**src/rtl/sram_fill_seq.sv**
```systemverilog
// RAM fill sequencer: writes a mode-selected pattern to every address, paced by tick.
// Define SRAM_FILL_VERIFY_EN to add a read-back pass that flags the first mismatching address.
module sram_fill_seq #(
   parameter int AW     = 5,
   parameter int DW     = 4,
   parameter int RD_LAT = 2
) (
   input  logic          clk,
   input  logic          rstn,
   input  logic          start,
   input  logic          tick,
   input  logic [1:0]    mode,
   input  logic [DW-1:0] seed,
   output logic          wr_en,
   output logic [AW-1:0] wr_addr,
   output logic [DW-1:0] wr_data,
   output logic [AW-1:0] rd_addr,
   input  logic [DW-1:0] rd_q,
   output logic          busy,
   output logic          done,
   output logic          err,
   output logic [AW-1:0] err_addr
);
   typedef enum logic [1:0] {IDLE, WRITE, VERIFY, FINISH} state_t;

   state_t        state_reg, state_next;
   logic [AW-1:0] idx_reg;
   logic          wrap_reg;
   logic [1:0]    mode_reg;
   logic [DW-1:0] seed_reg;
   logic          wr_en_reg;
   logic [AW-1:0] wr_addr_reg;
   logic [DW-1:0] wr_data_reg;
   logic          busy_reg;
   logic          done_reg;
   logic          accept;
   logic          write_end;
   logic          verify_end;

   function automatic logic [DW-1:0] pattern(input logic [1:0] m, input logic [DW-1:0] s,
                                             input logic [AW-1:0] a);
      logic [DW-1:0] a_dw;
      a_dw = DW'(a);
      case (m)
         2'd0:    pattern = s;
         2'd1:    pattern = s + a_dw;
         2'd2:    pattern = a_dw;
         default: pattern = ~a_dw;
      endcase
   endfunction

   // FINISH is the done cycle, so a start seen there is ignored by construction.
   assign accept    = (state_reg == IDLE) && start;
   assign write_end = (state_reg == WRITE) && wrap_reg;

   always_ff @(posedge clk) begin
      if (!rstn) state_reg <= IDLE;
      else       state_reg <= state_next;
   end

   always_comb begin
      state_next = state_reg;
      case (state_reg)
         IDLE:    if (start) state_next = WRITE;
         WRITE: begin
            if (wrap_reg) begin
`ifdef SRAM_FILL_VERIFY_EN
               state_next = VERIFY;
`else
               state_next = FINISH;
`endif
            end
         end
         VERIFY:  if (verify_end) state_next = FINISH;
         FINISH:  state_next = IDLE;
         default: state_next = IDLE;
      endcase
   end

   // wrap_reg holds WRITE for one cycle after the last write so wr_en never overlaps another state.
   always_ff @(posedge clk) begin
      if (!rstn) begin
         idx_reg     <= '0;
         wrap_reg    <= 1'b0;
         mode_reg    <= '0;
         seed_reg    <= '0;
         wr_en_reg   <= 1'b0;
         wr_addr_reg <= '0;
         wr_data_reg <= '0;
         busy_reg    <= 1'b0;
         done_reg    <= 1'b0;
      end else begin
         wr_en_reg <= 1'b0;
         busy_reg  <= (state_next == WRITE) || (state_next == VERIFY);
         done_reg  <= (state_next == FINISH);
         if (accept) begin
            mode_reg <= mode;
            seed_reg <= seed;
            idx_reg  <= '0;
            wrap_reg <= 1'b0;
         end else if ((state_reg == WRITE) && !wrap_reg && tick) begin
            wr_en_reg   <= 1'b1;
            wr_addr_reg <= idx_reg;
            wr_data_reg <= pattern(mode_reg, seed_reg, idx_reg);
            idx_reg     <= idx_reg + AW'(1);
            if (idx_reg == '1) wrap_reg <= 1'b1;
         end
      end
   end

   assign wr_en   = wr_en_reg;
   assign wr_addr = wr_addr_reg;
   assign wr_data = wr_data_reg;
   assign busy    = busy_reg;
   assign done    = done_reg;

`ifdef SRAM_FILL_VERIFY_EN
   logic          scan_reg;
   logic [AW-1:0] rd_addr_reg;
   logic          err_reg;
   logic [AW-1:0] err_addr_reg;
   logic          pipe_vld  [RD_LAT];
   logic [AW-1:0] pipe_addr [RD_LAT];
   logic          cmp_vld;
   logic [AW-1:0] cmp_addr;

   // Tail of the pipe lines up with rd_q for the address issued RD_LAT cycles earlier.
   assign cmp_vld    = pipe_vld[RD_LAT-1];
   assign cmp_addr   = pipe_addr[RD_LAT-1];
   assign verify_end = cmp_vld && (cmp_addr == '1);

   always_ff @(posedge clk) begin
      if (!rstn) begin
         for (int i = 0; i < RD_LAT; i++) begin
            pipe_vld[i]  <= 1'b0;
            pipe_addr[i] <= '0;
         end
      end else begin
         pipe_vld[0]  <= (state_reg == VERIFY) && scan_reg;
         pipe_addr[0] <= rd_addr_reg;
         for (int i = 1; i < RD_LAT; i++) begin
            pipe_vld[i]  <= pipe_vld[i-1];
            pipe_addr[i] <= pipe_addr[i-1];
         end
      end
   end

   always_ff @(posedge clk) begin
      if (!rstn) begin
         scan_reg     <= 1'b0;
         rd_addr_reg  <= '0;
         err_reg      <= 1'b0;
         err_addr_reg <= '0;
      end else begin
         if (write_end) begin
            scan_reg    <= 1'b1;
            rd_addr_reg <= '0;
         end else if ((state_reg == VERIFY) && scan_reg) begin
            if (rd_addr_reg == '1) scan_reg <= 1'b0;
            else                   rd_addr_reg <= rd_addr_reg + AW'(1);
         end
         if (accept) begin
            err_reg      <= 1'b0;
            err_addr_reg <= '0;
         end else if (cmp_vld && !err_reg && (rd_q != pattern(mode_reg, seed_reg, cmp_addr))) begin
            err_reg      <= 1'b1;
            err_addr_reg <= cmp_addr;
         end
      end
   end

   assign rd_addr  = rd_addr_reg;
   assign err      = err_reg;
   assign err_addr = err_addr_reg;
`else
   logic unused_rd_q;
   assign unused_rd_q = ^rd_q;
   assign verify_end  = 1'b0;
   assign rd_addr     = '0;
   assign err         = 1'b0;
   assign err_addr    = '0;
`endif
endmodule
```
**config.mk**
```make
export PLATFORM = sky130hd
export DESIGN_NAME = sram_fill_seq
export DESIGN_NICKNAME = d
export VERILOG_FILES = /design/src/rtl/sram_fill_seq.sv
export SDC_FILE = /design/constraint.sdc
export NUM_CORES = 1
export LEC_CHECK = 0
export ABC_AREA = 1
export BUFFER_PORTS_ARGS = -buffer_cell sky130_fd_sc_hd__clkbuf_2
export CORE_UTILIZATION = 50
export CTS_BUF_LIST = sky130_fd_sc_hd__clkbuf_16
export CTS_CLUSTER_SIZE = 40
export DETAILED_ROUTE_END_ITERATION = 10
export PLACE_DENSITY = 0.84
export SYNTH_ARGS = -nofsm -noshare
export SYNTH_HDL_FRONTEND = slang
export SYNTH_SLANG_ARGS = --single-unit
```
**constraint.sdc**
```tcl
create_clock -name clk -period 2.4 [get_ports clk]
set_clock_uncertainty 0.2 [all_clocks]
set_input_delay 0.12 -clock clk [delete_from_list [all_inputs] [get_ports clk]]
set_output_delay 0.12 -clock clk [all_outputs]
set_load 0.02 [all_outputs]
```
### Yosys cells after proc, flatten, opt, wreduce, memory -nomap -nowiden

Index checks and enable logic that the tools add are counted.

* output and inout port bits: 23
* register bits: 26

* muxes and demuxes: 5
* $add $sub $neg: 2
* bitwise gates (word level): 3
* eq/ne operators: 9
* reductions and logical operators: 10

Operator list (count)
* $pmux W4 S3: 1
* $eq A2 B2 Y1 const B: 5
* $pmux W2 S4: 1
* $eq A2 B1 Y1 const B: 3
* $add A5 B1 Y5 const B: 1
* $eq A5 B5 Y1 const B: 1
* $add A4 B4 Y4: 1
* $logic_not A2 Y1: 2
* $mux W2: 2
* $not A4 Y4: 1
* $reduce_and A2 Y1: 2
* $logic_and A1 B1 Y1: 3
* $not A1 Y1: 2
* $reduce_or A2 Y1: 1
* $logic_not A1 Y1: 1
* $logic_or A1 B1 Y1: 1
* $mux W1: 1

### Longest topological paths before layout

Gate-level depths: netlist of the first run.

* depth after elaboration: 4
* mapped depth: 9
* mapped depth without buffers: 9

### Worst setup path before layout of the first run

Ideal clock, no wire load.

* path type: register to register
* start point: register idx_reg[0]
* end point: register wr_data_reg[2] (netlist: wr_data[2])
* data arrival time: 1.433 ns
* period minus slack after synthesis: 1.754 ns
* path slack: 0.646 ns
* path buffers: 0
* stages on the path, launching flop included: 8
* library setup time: 0.121 ns
* required time: 2.079 ns
* cells stage by stage: dfxtp_1 -> ha_1 -> fa_1 -> or2_2 -> nand3_1 -> nand3_1 -> o211ai_2 -> a21oi_2

* word-level cells in the longest chain between the ends: 2

RTL lines
* start, declared: line 27 `logic [AW-1:0] idx_reg;`
* start signal, assigned: line 105 `idx_reg <= idx_reg + AW'(1);`
* $add A4 B4 Y4: line 46 `2'd1: pattern = s + a_dw;`
* $pmux W4 S3: line 44 `case (m)`
* end signal, assigned: line 104 `wr_data_reg <= pattern(mode_reg, seed_reg, idx_reg);`
* end, declared: line 33 `logic [DW-1:0] wr_data_reg;`

No other way between the ends.
A chain may end at the register's enable or synchronous reset.

### Final worst setup path of the first run

Ends and elaborated chain as after synthesis.

==> flow_summary.json, run 1 <==
{
  "status": "finished clean",
  "finalWirelength_um": 2460,
  "synth_top_cell_area_share": 0.395,
  "hold_path.class": "primary input to flop",
  "dpl.hpwl_um": 1640,
  "totalNegativeSetupSlack_ps": 0,
  "pre_cts_slack_ps": 506,
  "cts_setup_buffers": 0,
  "cts.sinks": 26,
  "dpl-instance-area_um2": 1390,
  "fin_nets": 217,
  "rr_endpoint": "wr_data[2]$_SDFFE_PN0P_",
  "fin_util": 0.621,
  "numCtsBuffers": 3,
  "hold_viol": 0,
  "synth_cells": 168,
  "cts_root_buf": "clkbuf_16",
  "syn_area_per_cell_um2": 7.83,
  "clkLatencyLatePin_ps": 260,
  "synth_edf_count": 0,
  "crit_type": "flop to flop",
  "reg2reg_slack_ps": 490,
  "die_area_um2": 2840,
  "antenna_found_initial": 0,
  "grt_remaining_overflow": 0,
  "fmax_ghz": 0.523,
  "drt-pass1-iter-count": 4,
  "whs_path_depth": 3,
  "wl_per_cell_um": 10.9,
  "p_per_area_nw_per_um2": 629,
  "layout_min_cycle_time_ps": 1910,
  "ant_nets": 0,
  "ys_types": 26,
  "final_max_slew_viol_count": 0,
  "hold_path_end": "busy$_SDFF_PN0_",
  "pin_count": 37,
  "yosysWarnings": 0,
  "die_y_um": 53.3,
  "setup_slack_ps": 489,
  "synth_top_flop_cell": "dfxtp_1",
  "grt_pass1_vias": 955,
  "htreeDepth": 1,
  "fin_cells": 225,
  "hold_start": "rstn",
  "drive_gt1_frac": 0.215,
  "viasPerCell": 5.01,
  "vdd_drop_max_uv": 448,
  "core_area_um2": 2480,
  "vias": 1128,
  "synth_area_um2": 1320,
  "p_leak_nw": 0.713,
  "grt_use_total": 0.203,
  "final_cell_area_um2": 1540,
  "worst_ep_required_time_ps": 2340,
  "path_clk_slew_ps": 60,
  "antennaDiodeCount": 0,
  "drc": 0,
  "timing.rr.start": "idx_reg[0]$_SDFFE_PP0P_",
  "io_buffers": 21,
  "startpoint_type": "flop",
  "reg2reg_depth": 7,
  "ys_ff_latch": 26,
  "grt_start_max_net_pins": 16,
  "cp_data_arrival_time_ps": 1850,
  "dp.cells": 214,
  "yosysTopAreaCell": "dfxtp_1",
  "seq_area_frac_synth": 0.395,
  "whs_ps": 34.4,
  "crit_fanout": 5,
  "floorplan.initialDensity": 0.531,
  "area_growth_pct": 16.8,
  "fp-row-count": 18,
  "cts_max_path_buffers": 2,
  "rsz0062_at_grt": "false",
  "drt_first_iter_violations": 11,
  "period_share": 0.796,
  "end_kind": "flop",
  "drv_cap": 0,
  "grt_pass1_wl_um": 4060,
  "power_mw": 0.968,
  "cts_tree": "yes",
  "setup_violations": 0,
  "die_w_um": 53.3,
  "place.gp.congestion": 0.940,
  "synth.area.top_cells": "dfxtp_1 (40%), nand2_1 (7.1%), buf_4 (6.3%)",
  "async_reset_ff_frac": 0
}
per-layer routing:
metal | global-route usage | up-vias | wire, um
met5 | 0 | - | 0
met1 | 0.247 | 509 | 1140
met3 | 0.0345 | 5 | 68
met2 | 0.342 | 23 | 1210
li1 | - | 591 | -
met4 | 0.0921 | 0 | 43
report_power, final:
part | switching, mW | total, mW | internal (mW) | leakage (nW)
Combinational | 0.0869 | 0.136 | 0.0487 | 0.462
Clock | 0.139 | 0.361 | 0.223 | 0.0385
Sequential | 0.0192 | 0.471 | 0.452 | 0.213
Total | 0.245 | 0.968 | 0.723 | 0.713
synth_stat cells, types with 3 or more instances:
cell type and number:
dfxtp_1 26, o211ai_2 3, ha_1 6, inv_2 4
a21oi_1 12, a21oi_2 3, o21ai_1 4, nand3_1 11
or2_2 3, nand2_1 25, buf_4 11, o21ai_0 14
inv_1 11, nor2_1 21
worst max-delay path by stage:
| stage | start | end | slack [ps] | depth (start not counted) |
|---|---|---|---|---|
| 4_1_cts | idx_reg[0]$_SDFFE_PP0P_ | wr_data[2]$_SDFFE_PN0P_ | 500 | 7 |
| 2_1_floorplan | idx_reg[0]$_SDFFE_PP0P_ | wr_data[2]$_SDFFE_PN0P_ | 650 | 7 |
| 5_1_grt | idx_reg[0]$_SDFFE_PP0P_ | wr_data[2]$_SDFFE_PN0P_ | 370 | 7 |
| 3_3_place_gp | idx_reg[0]$_SDFFE_PP0P_ | wr_data[2]$_SDFFE_PN0P_ | 560 | 7 |
| 6_report | idx_reg[0]$_SDFFE_PP0P_ | wr_data[2]$_SDFFE_PN0P_ | 490 | 7 |
| 3_5_place_dp | idx_reg[0]$_SDFFE_PP0P_ | wr_data[2]$_SDFFE_PN0P_ | 510 | 7 |
cells in the final DEF (no fill, tap or decap):
cell / synthesis / final
nand2_1: 25 / 25
inv_2: 4 / 4
clkinv_2: 1 / 1
dlygate4sd3_1: 0 / 7
nor2_1: 21 / 21
or2_2: 3 / 3
nand4_4: 1 / 1
inv_1: 11 / 11
o211ai_2: 3 / 3
nand3_1: 11 / 11
a21oi_2: 3 / 3
o21ai_1: 4 / 4
conb_1: 1 / 11
dfxtp_1: 26 / 26
clkbuf_2: 0 / 21
clkinv_1: 0 / 1
a21oi_1: 12 / 12
a211oi_2: 1 / 1
fa_1: 1 / 1
nand2_2: 1 / 1
ha_1: 6 / 6
a31oi_1: 1 / 1
o21ai_0: 14 / 14
nor3_1: 2 / 2
nor2_4: 1 / 1
clkbuf_16: 0 / 3
critical path, cell delays in order (launching register included):
cell and delay, ps:
dfxtp_1 360, ha_1 250, fa_1 390, or2_2 290, nand3_1 70, nand3_1 90
o211ai_2 80, a21oi_2 70
area by class of cell:
class	instances	area, um^2
sequential	26	520
timing repair buffer	28	175
multi-input combinational	121	664
inverter	16	61.3
tap	30	37.5
fill	226	940
clock buffer	3	75.1
clock inverter	1	3.75
what timing repair did:
action,4_1_cts,5_1_grt
endpoints found under the hold margin,7,0
hold buffers,7,0
setup endpoints to repair,0,0
gates resized for setup,0,0
cell families (layout without fill, tap and decap cells):
group,count (synthesis),in the layout,synth area share
other cells,1,11,0.00285
buf+inv,31,48,0.128
fa+ha+maj,7,7,0.0722
simple gates,65,65,0.224
flops,26,26,0.395
compound gates,38,38,0.177
Note: power is estimated with default switching activity, not from simulation.
==> run 2: changes to the inputs <==
CORE_UTILIZATION = 46   (was 50)
PLACE_DENSITY = 0.82   (was 0.84)
clock period = 1.6 ns   (was 2.4 ns; I/O delays follow)
==> run 2 against run 1 <==
The flow now finishes with violations (setup timing). First-iteration DRC count rose by 27%. Count of clock-buffer cells in the layout did not move. Sequential share of layout area decreased by 2.8 points. Fmax rose by 17%. Critical path depth unchanged. Global-route usage down 1.7 points. Critical endpoint unchanged. Largest cell class unchanged.
==> flow_summary.json, run 2 (same netlist as run 1, synthesis figures left out) <==
{
  "status": "finished with violations",
  "violations": "setup timing",
  "finalWirelength_um": 2760,
  "viasPerCell": 4.98,
  "antennaDiodeCount": 0,
  "power_mw": 1.67,
  "final.fill_count": 241,
  "cts_tree": "yes",
  "crit_fanout": 2,
  "end_kind": "flop",
  "layout_common_cells": "nand2_1 (25), nor2_1 (21), dfxtp_1 (21), clkbuf_2 (21), o21ai_0 (14)",
  "fin_util": 0.624,
  "core_area_um2": 2730,
  "setup_violations": 2,
  "vdd_drop_max_uv": 705,
  "worst_ep_required_time_ps": 1550,
  "drt_first_iter_violations": 14,
  "layout_min_cycle_time_ps": 1630,
  "clkLatencyLatePin_ps": 260,
  "grt_remaining_overflow": 0,
  "path_clk_slew_ps": 60,
  "ant_nets": 0,
  "drive_gt1_frac": 0.307,
  "fp-row-count": 19,
  "reg2reg_depth": 7,
  "cp_data_arrival_time_ps": 1580,
  "p_per_area_nw_per_um2": 980,
  "fmax_ghz": 0.612,
  "final_max_slew_viol_count": 0,
  "final_common_cell": "nand2_1",
  "antenna_found_initial": 0,
  "rsz0062_at_grt": "true",
  "grt_pass1_wl_um": 4460,
  "worstSetupEndpoint": "wr_data[2]$_SDFFE_PN0P_",
  "fin_nets": 227,
  "cts.sinks": 26,
  "setup_slack_ps": -34.3,
  "period_share": 1.02,
  "dpl.hpwl_um": 1910,
  "grt_pass1_vias": 1052,
  "drv_cap": 0,
  "die_y_um": 55.5,
  "wl_per_cell_um": 11.7,
  "area_growth_pct": 29.7,
  "place.gp.congestion": 0.824,
  "die_area_um2": 3080,
  "reg2reg_slack_ps": -30,
  "cts_root_buf": "clkbuf_16",
  "drt-pass1-iter-count": 4,
  "whs_ps": 280,
  "vias": 1176,
  "hold_start": "wr_addr[4]$_SDFFE_PN0P_",
  "hold_viol": 0,
  "crit_start": "seed_reg[0]$_SDFFE_PN0P_",
  "die_w_um": 55.5,
  "rr_endpoint": "wr_data[2]$_SDFFE_PN0P_",
  "startpoint_type": "flop",
  "whs_path_depth": 2,
  "floorplan.initialDensity": 0.481,
  "grt_use_total": 0.186,
  "hold_path.class": "flop to flop",
  "crit_type": "flop to flop",
  "htreeDepth": 1,
  "pre_cts_slack_ps": -46.9,
  "cts_max_path_buffers": 2,
  "grt_start_max_net_pins": 16,
  "p_leak_nw": 0.781,
  "pin_count": 37,
  "numCtsBuffers": 3,
  "timing.rr.start": "seed_reg[0]$_SDFFE_PN0P_",
  "drc": 0,
  "io_buffers": 21
}
## run 2: stage by stage
| step | cell area [um^2] | setup TNS [ps] | cells |
|---|---|---|---|
| 2_1_floorplan | 1390 | -18.7 | 178 |
| 3_3_place_gp | 1490 | -33.3 | 223 |
| 3_5_place_dp | 1490 | -103 | 223 |
| 4_1_cts | 1700 | -52.2 | 236 |
| 5_1_grt | 1710 | -171 | 236 |
| 6_report | 1710 | -45.4 | 236 |
## run 2: layout make-up
| class | count | area (um^2) | area share |
|---|---|---|---|
| Clock buffer | 3 | 75.1 | 0.0440 |
| Clock inverter | 1 | 30.0 | 0.0176 |
| Inverter | 16 | 61.3 | 0.0359 |
| Multi-Input combinational cell | 121 | 717 | 0.420 |
| Sequential cell | 26 | 529 | 0.310 |
| Tap cell | 31 | 38.8 | 0.0227 |
| Timing Repair Buffer | 38 | 255 | 0.150 |
## run 2: repair_timing
item                                    in CTS  in global routing
setup buffers                                0                  0
pin swaps                                    3                  0
gates resized for setup                      2                  4
endpoints found under the setup margin       3                  4
cloned                                       0                  0
hold buffers                                 9                  0
endpoints found under the hold margin       11                  0
## run 2: how the worst min path moves through the flow
stage | end | slack [ps]
3_5_place_dp | seed_reg[2]$_SDFFE_PN0P_ | 140
3_3_place_gp | mode_reg[0]$_SDFFE_PN0P_ | 130
2_1_floorplan | wr_addr[0]$_SDFFE_PN0P_ | 20
4_1_cts | wr_data[2]$_SDFFE_PN0P_ | 280
5_1_grt | state_reg[0]$_SDFF_PN0_ | 300
6_report | wr_addr[4]$_SDFFE_PN0P_ | 280
## run 2: layer usage
metal / vias up / share of wire / track usage
met5: - / 0 / 0
met4: 0 / 0.018 / 0.0821
met3: 7 / 0.037 / 0.0375
met2: 30 / 0.49 / 0.310
met1: 532 / 0.46 / 0.231
li1: 607 / - / -
## run 2: worst max-delay path, stage by stage (launching register included)
cell      delay, ps
dfxtp_2         330
ha_4            160
fa_2            330
or2_4           230
nand3_2          70
nand3_2          60
o211ai_2         70
a21oi_2          60
## run 2: power by group
group / internal (mW) / switching, mW
registers: 0.677 / 0.0269
clock network: 0.498 / 0.226
logic: 0.0979 / 0.147
total: 1.27 / 0.400
==> run 3: changes to the inputs <==
CORE_MARGIN = 3   (was unset)
==> run 3 against run 2 <==
The flow finishes with violations (hold timing, setup timing). Utilization up 3.1 points. Combinational power hardly changed. Sequential cell count stayed put. Die area increased by 15%. Setup slack better by 5.6 ps. Global-route usage shrank 0.91 points. Largest cell class unchanged.
==> flow_summary.json, run 3 (same netlist as run 1, synthesis figures left out) <==
{
  "status": "finished with violations",
  "violations": "hold timing, setup timing",
  "rsz0062_at_grt": "true",
  "hold_start": "rstn",
  "pin_count": 37,
  "hold_path.class": "primary input to flop",
  "htreeDepth": 1,
  "drt_first_iter_violations": 39,
  "timing.rr.start": "idx_reg[0]$_SDFFE_PP0P_",
  "startpoint_type": "flop",
  "grt_use_total": 0.177,
  "p_leak_nw": 0.785,
  "rr_endpoint": "wr_data[1]$_SDFFE_PN0P_",
  "cts_root_buf": "clkbuf_16",
  "vias": 1172,
  "period_share": 1.02,
  "finalWirelength_um": 2930,
  "reg2reg_slack_ps": -30,
  "antenna_found_initial": 0,
  "setup_violations": 2,
  "layout_common_cells": "nand2_1 (24), nor2_1 (21), dfxtp_1 (21), clkbuf_2 (21), o21ai_0 (14)",
  "end_kind": "flop",
  "final_max_slew_viol_count": 0,
  "hold_path_end": "seed_reg[1]$_SDFFE_PN0P_",
  "crit_type": "flop to flop",
  "p_per_area_nw_per_um2": 985,
  "grt_start_max_net_pins": 16,
  "path_clk_slew_ps": 70,
  "fin_util": 0.656,
  "clkLatencyLatePin_ps": 260,
  "grt_pass1_wl_um": 4750,
  "drive_gt1_frac": 0.312,
  "io_buffers": 21,
  "reg2reg_depth": 6,
  "floorplan.initialDensity": 0.508,
  "fp-row-count": 18,
  "wl_per_cell_um": 12.5,
  "whs_ps": -6.46,
  "area_growth_pct": 29.0,
  "die_y_um": 59.5,
  "grt_remaining_overflow": 0,
  "setup_slack_ps": -28.7,
  "layout_min_cycle_time_ps": 1630,
  "totalNegativeSetupSlack_ps": -49.4,
  "worst_ep_required_time_ps": 1600,
  "cts_tree": "yes",
  "drv_cap": 0,
  "final.fill_count": 229,
  "drt-pass1-iter-count": 4,
  "vdd_drop_max_uv": 1030,
  "cp_data_arrival_time_ps": 1630,
  "fmax_ghz": 0.614,
  "pre_cts_slack_ps": -54.1,
  "core_area_um2": 2590,
  "multi_input_area_um2": 712,
  "cts_max_path_buffers": 2,
  "die_area_um2": 3540,
  "whs_path_depth": 3,
  "crit_fanout": 2,
  "grt_pass1_vias": 1069,
  "hold_viol": 1,
  "dpl.hpwl_um": 1930,
  "fin_nets": 227,
  "final_common_cell": "nand2_1",
  "register_area_um2": 527,
  "cts.sinks": 26,
  "antennaDiodeCount": 0,
  "viasPerCell": 4.99,
  "ant_nets": 0,
  "numCtsBuffers": 3,
  "place.gp.congestion": 0.881,
  "drc": 0,
  "die_w_um": 59.5
}
## run 3: cell count changes in the layout (fill, tap and decap cells not counted)
cell / before / now
ha_1: 4 / 5
ha_4: 2 / 1
nand2_1: 25 / 24
nand2_2: 1 / 2
nor3_1: 2 / 1
dfxtp_4: 1 / 0
dfxtp_2: 4 / 5
nor3_2: 0 / 1
## run 3: final cells by class
type                    instances  area share
multi-input cells             121       0.419
flip-flops and latches         26       0.310
repair buffers                 38       0.150
clock buffers                   3      0.0442
inverters                      16      0.0361
well taps                      30      0.0221
clock inverters                 1      0.0177
## run 3: repair_timing
action                                  4_1_cts  5_1_grt
hold buffers                                  9        0
setup buffers                                 0        1
gates resized for setup                       4        2
endpoints found under the setup margin        4        4
gates cloned                                  0        0
endpoints found under the hold margin        10        0
pin swaps                                     3        2
## run 3: worst max-delay path by stage
| stage | from | endpoint | slack (ps) | cells after the start |
|---|---|---|---|---|
| floorplan | idx_reg[0]$_SDFFE_PP0P_ | wr_data[2]$_SDFFE_PN0P_ | -20 | 7 |
| global placement | seed_reg[0]$_SDFFE_PN0P_ | wr_data[2]$_SDFFE_PN0P_ | -30 | 7 |
| detailed placement | seed_reg[0]$_SDFFE_PN0P_ | wr_data[2]$_SDFFE_PN0P_ | -50 | 7 |
| CTS | seed_reg[0]$_SDFFE_PN0P_ | wr_data[2]$_SDFFE_PN0P_ | -30 | 7 |
| global route | idx_reg[0]$_SDFFE_PP0P_ | wr_data[1]$_SDFFE_PN0P_ | -80 | 6 |
| finish | idx_reg[0]$_SDFFE_PP0P_ | wr_data[1]$_SDFFE_PN0P_ | -30 | 6 |
## run 3: power breakdown
| part | switching [mW] | internal, mW | total (mW) |
|---|---|---|---|
| combinational | 0.149 | 0.0953 | 0.244 |
| clock | 0.225 | 0.498 | 0.722 |
| sequential | 0.0269 | 0.679 | 0.706 |
| total | 0.401 | 1.27 | 1.67 |
## run 3: critical path: stages (launching register included)
cell and delay, ps:
dfxtp_2 330, ha_4 160, fa_2 520, nand3_2 60, nand3_2 80, o211ai_2 80, a21oi_2 130
## run 3: through the flow
stage | hold WS (ps) | instances | instance area [um^2] | power, mW
2_1_floorplan | 18.4 | 178 | 1390 | 0.896
3_3_place_gp | 129 | 221 | 1480 | 0.933
3_5_place_dp | 134 | 221 | 1480 | 0.940
4_1_cts | 1.15 | 234 | 1680 | 1.68
5_1_grt | 12.7 | 235 | 1700 | 1.74
6_report | -6.46 | 235 | 1700 | 1.67
## run 3: layer usage
layer	wire [um]	global-route usage	up-vias
met5	0	0	-
met2	1430	0.296	37
met1	1300	0.231	522
li1	-	-	611
met4	13	0.0380	0
met3	184	0.0392	2
